[src/rtl/elevator_scan_controller.sv]
// elevator_scan_controller
// Multi-floor elevator controller. Floor calls are latched into a pending
// bitmap and served in SCAN order: the car keeps its travel direction while
// calls remain ahead of it, then reverses. At each served floor the door is
// held open for a programmable dwell. A single 32-bit tick counter times both
// travel between floors and the door dwell.
module elevator_scan_controller #(
  parameter int NUM_FLOORS   = 10,
  parameter int FLOOR_W      = 4,
  parameter int TRAVEL_TICKS = 10000000,
  parameter int DOOR_TICKS   = 20000000
) (
  input  logic                  clk,
  input  logic                  rst,
  input  logic                  call_valid,
  input  logic [FLOOR_W-1:0]    call_floor,
  output logic                  call_accept,
  output logic [NUM_FLOORS-1:0] pending,
  output logic [FLOOR_W-1:0]    current_floor,
  output logic                  moving,
  output logic                  dir_up,
  output logic                  door_open,
  output logic                  idle
);

  typedef enum logic [1:0] {
    S_IDLE      = 2'd0,
    S_MOVE_UP   = 2'd1,
    S_MOVE_DOWN = 2'd2,
    S_DOOR_OPEN = 2'd3
  } state_t;

  localparam logic [31:0] TRAVEL_LAST = 32'(TRAVEL_TICKS - 1);
  localparam logic [31:0] DOOR_LAST   = 32'(DOOR_TICKS - 1);

  state_t                  state_r, state_s;
  logic [31:0]             cnt_r, cnt_s;
  logic [FLOOR_W-1:0]      floor_r, floor_s;
  logic                    dir_up_r, dir_up_s;
  logic [NUM_FLOORS-1:0]   pending_r, pending_s;

  logic [FLOOR_W-1:0]      floor_up_s;
  logic [FLOOR_W-1:0]      floor_dn_s;
  logic                    absorb_s;
  logic                    call_here_s;
  logic                    call_up_s;
  logic                    call_dn_s;
  logic [NUM_FLOORS-1:0]   set_mask_s;
  logic [NUM_FLOORS-1:0]   req_s;
  logic [NUM_FLOORS-1:0]   clr_mask_s;
  logic                    clr_en_s;
  logic [FLOOR_W-1:0]      clr_floor_s;
  logic                    above_s;
  logic                    below_s;
  logic                    here_pend_s;
  logic                    up_hit_s;
  logic                    dn_hit_s;
  logic                    beyond_up_s;
  logic                    beyond_dn_s;

  // Only in-range floors are accepted; this path is purely combinational.
  assign call_accept = call_valid && (32'(call_floor) < 32'(NUM_FLOORS));

  assign floor_up_s  = floor_r + FLOOR_W'(1);
  assign floor_dn_s  = floor_r - FLOOR_W'(1);
  assign call_here_s = call_accept && (call_floor == floor_r);
  assign call_up_s   = call_accept && (call_floor == floor_up_s);
  assign call_dn_s   = call_accept && (call_floor == floor_dn_s);

  // A call to the floor where the car already stands (door open or idle)
  // is served on the spot and never enters the bitmap.
  assign absorb_s = call_here_s && ((state_r == S_IDLE) || (state_r == S_DOOR_OPEN));

  // Decode the incoming call into a one-hot set mask.
  always_comb begin
    set_mask_s = '0;
    for (int i = 0; i < NUM_FLOORS; i++) begin
      set_mask_s[i] = call_accept && !absorb_s && (call_floor == FLOOR_W'(i));
    end
  end

  assign req_s = pending_r | set_mask_s;

  // Scan the bitmap for calls relative to the car and to the next floor.
  always_comb begin
    above_s     = 1'b0;
    below_s     = 1'b0;
    here_pend_s = 1'b0;
    up_hit_s    = 1'b0;
    dn_hit_s    = 1'b0;
    beyond_up_s = 1'b0;
    beyond_dn_s = 1'b0;
    for (int i = 0; i < NUM_FLOORS; i++) begin
      above_s     = above_s     | (pending_r[i] && (FLOOR_W'(i) > floor_r));
      below_s     = below_s     | (pending_r[i] && (FLOOR_W'(i) < floor_r));
      here_pend_s = here_pend_s | (pending_r[i] && (FLOOR_W'(i) == floor_r));
      up_hit_s    = up_hit_s    | (pending_r[i] && (FLOOR_W'(i) == floor_up_s));
      dn_hit_s    = dn_hit_s    | (pending_r[i] && (FLOOR_W'(i) == floor_dn_s));
      beyond_up_s = beyond_up_s | (req_s[i] && (FLOOR_W'(i) > floor_up_s));
      beyond_dn_s = beyond_dn_s | (req_s[i] && (FLOOR_W'(i) < floor_dn_s));
    end
  end

  // Next-state, timing and floor-step decisions for the SCAN controller.
  always_comb begin
    state_s     = state_r;
    cnt_s       = cnt_r;
    floor_s     = floor_r;
    dir_up_s    = dir_up_r;
    clr_en_s    = 1'b0;
    clr_floor_s = floor_r;
    case (state_r)
      S_IDLE: begin
        if (here_pend_s || call_here_s) begin
          state_s  = S_DOOR_OPEN;
          clr_en_s = 1'b1;
          cnt_s    = 32'd0;
        end else if (above_s && (dir_up_r || !below_s)) begin
          state_s  = S_MOVE_UP;
          dir_up_s = 1'b1;
          cnt_s    = 32'd0;
        end else if (below_s) begin
          state_s  = S_MOVE_DOWN;
          dir_up_s = 1'b0;
          cnt_s    = 32'd0;
        end else begin
          state_s  = S_IDLE;
        end
      end
      S_MOVE_UP: begin
        if (cnt_r == TRAVEL_LAST) begin
          floor_s = floor_up_s;
          cnt_s   = 32'd0;
          if (up_hit_s || call_up_s) begin
            state_s     = S_DOOR_OPEN;
            clr_en_s    = 1'b1;
            clr_floor_s = floor_up_s;
          end else if (beyond_up_s) begin
            state_s = S_MOVE_UP;
          end else begin
            state_s = S_IDLE;
          end
        end else begin
          cnt_s = cnt_r + 32'd1;
        end
      end
      S_MOVE_DOWN: begin
        if (cnt_r == TRAVEL_LAST) begin
          floor_s = floor_dn_s;
          cnt_s   = 32'd0;
          if (dn_hit_s || call_dn_s) begin
            state_s     = S_DOOR_OPEN;
            clr_en_s    = 1'b1;
            clr_floor_s = floor_dn_s;
          end else if (beyond_dn_s) begin
            state_s = S_MOVE_DOWN;
          end else begin
            state_s = S_IDLE;
          end
        end else begin
          cnt_s = cnt_r + 32'd1;
        end
      end
      S_DOOR_OPEN: begin
        if (call_here_s) begin
          cnt_s = 32'd0;
        end else if (cnt_r == DOOR_LAST) begin
          state_s = S_IDLE;
          cnt_s   = 32'd0;
        end else begin
          cnt_s = cnt_r + 32'd1;
        end
      end
      default: begin
        state_s = S_IDLE;
        cnt_s   = 32'd0;
      end
    endcase
  end

  // Clear mask for the served floor; clearing wins over a same-cycle set.
  always_comb begin
    clr_mask_s = '0;
    for (int i = 0; i < NUM_FLOORS; i++) begin
      clr_mask_s[i] = clr_en_s && (clr_floor_s == FLOOR_W'(i));
    end
  end

  assign pending_s = req_s & ~clr_mask_s;

  // State, counter, floor, direction and bitmap registers.
  always_ff @(posedge clk or posedge rst) begin
    if (rst) begin
      state_r   <= S_IDLE;
      cnt_r     <= 32'd0;
      floor_r   <= '0;
      dir_up_r  <= 1'b1;
      pending_r <= '0;
    end else begin
      state_r   <= state_s;
      cnt_r     <= cnt_s;
      floor_r   <= floor_s;
      dir_up_r  <= dir_up_s;
      pending_r <= pending_s;
    end
  end

  assign pending       = pending_r;
  assign current_floor = floor_r;
  assign dir_up        = dir_up_r;
  assign moving        = (state_r == S_MOVE_UP) || (state_r == S_MOVE_DOWN);
  assign door_open     = (state_r == S_DOOR_OPEN);
  assign idle          = (state_r == S_IDLE);

endmodule

[config.mk]
export PLATFORM = sky130hd
export DESIGN_NAME = elevator_scan_controller
export DESIGN_NICKNAME = d
export VERILOG_FILES = /design/src/rtl/elevator_scan_controller.sv
export SDC_FILE = /design/constraint.sdc
export NUM_CORES = 1
export LEC_CHECK = 0
export ABC_AREA = 1
export BUFFER_PORTS_ARGS = -buffer_cell sky130_fd_sc_hd__buf_2
export CAP_MARGIN = 40
export CORE_MARGIN = 4
export CORE_UTILIZATION = 35
export DETAILED_ROUTE_END_ITERATION = 6
export GPL_ROUTABILITY_DRIVEN = 0
export PLACE_DENSITY = 0.6
export SETUP_SLACK_MARGIN = 0.02
export SLEW_MARGIN = 20
export SYNTH_ARGS = -nofsm -noshare
export SYNTH_HDL_FRONTEND = slang
export SYNTH_SLANG_ARGS = --single-unit
[constraint.sdc]
create_clock -name clk -period 2.9 [get_ports clk]
set_input_delay 0.29 -clock clk [delete_from_list [all_inputs] [get_ports clk]]
set_output_delay 0.29 -clock clk [all_outputs]
set_load 0.01 [all_outputs]
Yosys cells after proc, flatten, opt, wreduce, memory -nomap -nowiden
Cells that the tools add are included.

word-level totals
  register bits = 49
  input bits = 7
  output and inout port bits = 19
  word-level logic and storage cells = 326

cells by class
  add/sub/neg operators = 3
  magnitude comparators = 41
  eq/ne operators = 58
  mux-type cells = 35
  bitwise gates (word level) = 67
  reductions and logical operators = 117

operators by type and width
  kind                     number
  $mux W32                 6
  $logic_and A1 B1 Y1      97
  $pmux W32 S3             1
  $or A1 B1 Y1             63
  $eq A3 B4 Y1 const A     12
  $add A32 B1 Y32 const B  1
  $eq A32 B24 Y1 const B   1
  $eq A32 B25 Y1 const B   1
  $eq A4 B3 Y1 const B     8
  $gt A3 B4 Y1 const A     8
  $lt A3 B4 Y1 const A     8
  $eq A2 B4 Y1 const A     6
  $eq A4 B4 Y1 const A     6
  $mux W4                  6
  $logic_not A4 Y1         5
  $mux W2                  10
  $eq A4 B2 Y1 const B     4
  $eq A4 B4 Y1 const B     4
  $gt A1 B4 Y1 const A     4
  $gt A2 B4 Y1 const A     4
  $gt A4 B4 Y1 const A     4
  $lt A1 B4 Y1 const A     4
  $lt A2 B4 Y1 const A     4
  $lt A4 B4 Y1 const A     4
  26 further kinds         50

Depth between registers and ports, before layout
  depth after elaboration = 22
  mapped depth = 21
  gate-level depth less buffers = 20

Least setup slack after synthesis
No wires, ideal clock.

  path type = flip-flop to flip-flop
  from = reg floor_r[1] (netlist: current_floor[1])
  to = reg pending_r[0] (netlist: pending[0])
  library setup time = 116 ps
  arrival time = 2543 ps
  required time = 2784 ps
  slack = 241 ps
  stages on the path, launching flop included = 20
  buffers on the path = 2
  period minus slack after synthesis = 2659 ps
  cells stage by stage = dfrtp_1 -> buf_2 -> inv_1 -> ha_1 -> clkbuf_1 -> nor3_1 -> nand3_1 -> nand2_1 -> nor2_1 -> nand2_1 -> nor2_1 -> nand2_1 -> nand2_1 -> nand2_1 -> nand3_1 -> nand2_1 -> o21bai_1 -> nand2_1 -> nor2_1 -> nor2_1

between the ends
  word-level cells in the longest chain between the ends = 20
  elaborated cells on any way between the ends = 118
  those cells by class = add/sub (2); eq/ne (30); mux (11); bitwise (30); reduce/logical (45)

ends and longest elaborated chain
  item                                                 line      source
  from (decl)                                          38        logic [FLOOR_W-1:0] floor_r, floor_s;
  from (signal assigned)                               202       floor_r <= floor_s;
  $sub A4 B1 Y4 or $add A4 B1 Y4 (tied branches)       65, 64
  $eq A1 B4 Y1, or another cell as far along           98        dn_hit_s = dn_hit_s | (pending_r[i] && (FLOOR_W'(i) == floor_dn_s));
  $logic_and A1 B1 Y1, on equally long branches        98, 97
  $or A1 B1 Y1, on equally long branches (9 in a row)  98, 97
  $logic_or A1 B1 Y1, on equally long branches         151, 134
  $mux W4, on equally long branches                    151, 134
  $mux W4, on equally long branches                    148, 131
  $pmux W4 S2                                          112       case (state_r)
  $logic_not A4 Y1                                     185       clr_mask_s[i] = clr_en_s && (clr_floor_s == FLOOR_W'(i));
  $logic_and A1 B1 Y1                                  185
  $not A10 Y10                                         189       assign pending_s = req_s & ~clr_mask_s;
  $and A10 B10 Y10 (*)                                 189
  net pending_s[0]                                     40        logic [NUM_FLOORS-1:0] pending_r, pending_s;
  to (signal assigned)                                 204       pending_r <= pending_s;
  to (decl)                                            40

Mark *: on every way through the listed nets, which the timed path passes. The rest lies on a longest branch.
A chain may end at the register's enable or synchronous reset.

Worst setup path after layout
  from = reg floor_r[1] (netlist: current_floor[1])
  to = reg pending_r[6] (netlist: pending[6])

between the ends
  word-level cells in the longest chain between the ends = 20
  elaborated cells on any way between the ends = 118
  those cells by class = add/sub (2); eq/ne (31); mux (11); bitwise (30); reduce/logical (44)

ends and longest elaborated chain
  item                                                 line
  $sub A4 B1 Y4 or $add A4 B1 Y4 (tied branches)       65, 64
  $eq A1 B4 Y1, or another cell as far along           98
  $logic_and A1 B1 Y1, on equally long branches        98, 97
  $or A1 B1 Y1, on equally long branches (9 in a row)  98, 97
  $logic_or A1 B1 Y1, on equally long branches         151, 134
  $mux W4, on equally long branches                    151, 134
  $mux W4, on equally long branches                    148, 131
  $pmux W4 S2                                          112
  $eq A4 B3 Y1                                         185
  $logic_and A1 B1 Y1                                  185
  $not A10 Y10                                         189
  $and A10 B10 Y10 (*)                                 189
  net pending_s[6]                                     40

Marked as above.

==> summary.txt <==
fraction of registers with async set/reset: 100%
Routed Antenna Nets: 0
MaxCap Viol Count: 0
antenna cells: 0
Core ar.: 13900 µm²
synth unique cells: 44
P_sw: 569 µW
die width: 127 µm
port bufs: 25
top_reg_cell synth: dfrtp_1
Reg clk slew, reported paths: 0.07 ns
arrival time at the worst endpoint: 2.89 ns
CTS tree: built
cts bufs inserted: 5
P_leak: 2.58 nW
Peak Freq: 0.371 GHz
Syn Nets: 837
nets@finish: 877
Final Cycle Share: 93.0%
pin count of the biggest net entering global routing: 28
WL final: 17.0 mm
gr usage total: 20.9%
RSZ-0062 raised after global routing: yes
FF+latch count, synth: 49
DR WL/cell: 16.3 µm
Switching Share: 32.8%
global-route wire length before repair: 27.4 mm
DR vias/cell: 5.53
antenna violations before repair: 0
Via Count: 5735
Final Non-Filler Cells: 1038
Clk network pwr share: 34.8%
worst skew pair latency: 0.30 ns
count of mapped cells out of synthesis: 817
Clock Skew: 0.00355 ns
Final setup viols: 0
dpl cells: 1029
HP Class: in2async
Fin. Hold Viols: 0
First-pass DRT Iterations: 6
die span in y: 127 µm
yosys synthesis warning count: 0
Final Instance Area: 5640 µm²
multi-input logic area: 3230 µm²
FF+latch area: 1230 µm²
Avg Cell Area, Syn: 6.07 µm²
setup TNS: 0 ns
clk root buf: clkbuf_16
sequential share of power: 48.1%
Placed Area: 5440 µm²
combinational share of power: 17.1%
TritonCTS sink count: 49
pwr dens: 307 nW/µm²
Post-Syn Area: 4960 µm²
status: completed
post-DP HPWL: 13.5 mm
flop-to-flop setup slack: 0.20 ns
Clock Tree Buf Depth: 2
# fillers: 1487
# rows: 43
internal power: 1.17 mW
grt ovf: 0
Min Clock Period, post-route: 2.70 ns
Slew @ Worst Pin: 0.516 ns
full die area: 16100 µm²
Worst setup EP type: flop
initial core utilization: 35.7%
CTS Hold Bufs: 0
Core Util, Final: 40.6%
Peak VDD IR: 0.194 mV
crit start category: flop
sequential area share after synthesis: 24.8%
initial detailed-routing violation count: 594
vias in the first global route: 5386
share of layout cells above drive strength 1: 12.6%
H-tree depth: 2
Rel. slew slack: 65.6%
CP Max Fanout: 8
CP Data Required Time: 3.09 ns
Crit Path Category: reg2reg
Area growth syn-to-layout: 13.8%
Slew Viols, Final: 0
number of synthesized flops with an enable pin: 0
DR DRC count: 0
I/O pins: 26
==> layout make-up <==
class | count | area share, %
tap | 180 | 3.99
timing repair buffer | 57 | 6.99
inverter | 110 | 7.45
clock buffer | 6 | 2.28
clock inverter | 2 | 0.266
multi-input combinational | 634 | 57.2
sequential | 49 | 21.8
==> sequential cells by signal (all words and copies together) (netlist names) <==
signal	count
state_r	2
pending	10
current_floor	4
cnt_r	32
dir_up	1
==> worst paths after layout <==
kind | startpoint | end | cells past startpoint
min reg2reg | dir_up$_DFFE_PP1P_ | dir_up$_DFFE_PP1P_ | 2
max | current_floor[1]$_DFFE_PP0P_ | pending[6]$_DFF_PP0_ | 19
min | rst | cnt_r[3]$_DFFE_PP0P_ | 2
min in group clk | dir_up$_DFFE_PP1P_ | dir_up$_DFFE_PP1P_ | 2
max reg2reg | current_floor[1]$_DFFE_PP0P_ | pending[6]$_DFF_PP0_ | 19
max in group asynchronous | rst | dir_up$_DFFE_PP1P_ | 3
==> worst max-delay path, stage by stage, from the launching register on <==
cell	delay, ns
dfrtp_1	0.38
inv_1	0.14
ha_2	0.24
inv_1	0.08
nand2_1	0.09
nand2_2	0.15
inv_1	0.12
o21ai_0	0.10
nand3_1	0.10
nand3_1	0.10
nor2_2	0.19
nand2_2	0.13
nand3_1	0.09
nand2_1	0.05
nor2_1	0.15
nor2_1	0.07
nor2_2	0.13
nand2_1	0.10
nor2_1	0.13
nor2_1	0.05
==> Yosys cell counts (3+ instances only) <==
cell type  number  share of area, %
ha_1           13               3.3
buf_4           3              0.45
o21ai_0        47               4.7
nor3b_2         5               1.3
a21oi_2         3              0.53
a21boi_1        3              0.45
inv_2           4              0.30
nand4_1        25               3.2
a31oi_1         3              0.38
nor4_1         22               2.8
inv_1         103               7.8
nand2_2         5              0.63
nor3_1         38               3.8
nand3_1        73               7.4
o211ai_1       13               2.0
nor3_2          3              0.61
nor2_1        119               9.0
clkbuf_1       11              0.83
dfrtp_1        48                24
nand2_1       191                14
buf_2           7              0.71
xor2_1         16               2.8
o21ai_1         7              0.71
nor2_2          3              0.38
a21oi_1        28               2.8
==> placed cells by master, fill, tap and decap left out, drive strengths merged, types with 6 or more instances in the layout <==
master and instances:
buf 57, ha 13, xor2 16, nand2 197, dfrtp 48, nor3 42
a21oi 31, o21ai 54, nand3 73, nor3b 7, nand4 25, clkbuf 6
o211ai 13, inv 109, nor2 122, nor4 23
==> timing repair <==
action                                  in CTS  in global routing
resized for setup                            0                 18
buffers inserted                             0                  1
endpoints found under the hold margin        0                  0
endpoints found under the setup margin       0                 19
==> routing by layer <==
layer | GRT usage [%] | vias up | wire [µm]
li1 | - | 2782 | -
met1 | 25.9 | 2611 | 6920
met2 | 35.7 | 271 | 8030
met3 | 2.97 | 71 | 1090
met4 | 10.2 | 0 | 915
met5 | 0 | - | 0
==> power by group through the flow <==
| stage | logic (mW) | registers, mW | clock network [mW] |
|---|---|---|---|
| 6_report | 0.297 | 0.834 | 0.603 |
| 5_1_grt | 0.335 | 0.838 | 0.643 |
| 4_1_cts | 0.294 | 0.827 | 0.613 |
| 3_5_place_dp | 0.296 | 0.837 | 0 |
| 3_3_place_gp | 0.287 | 0.838 | 0 |
| 2_1_floorplan | 0.211 | 0.817 | 0 |
==> cells by family after synthesis <==
logic type | share of synthesized area, %
flops | 24.8
xor+xnor | 3.00
fa+ha+maj | 3.28
buf+inv | 11.0
simple gates | 45.0
compound gates | 13.0
==> metrics by stage <==
stage	setup WS, ns	hold WS, ns	power, mW
4_1_cts	0.0900	0.0392	1.73
3_5_place_dp	0.104	0.357	1.13
2_1_floorplan	0.241	0.501	1.03
3_3_place_gp	0.128	0.547	1.13
6_report	0.203	0.0185	1.73
5_1_grt	-0.0277	0.0541	1.82
No activity file was read; power rests on OpenSTA's default activity.
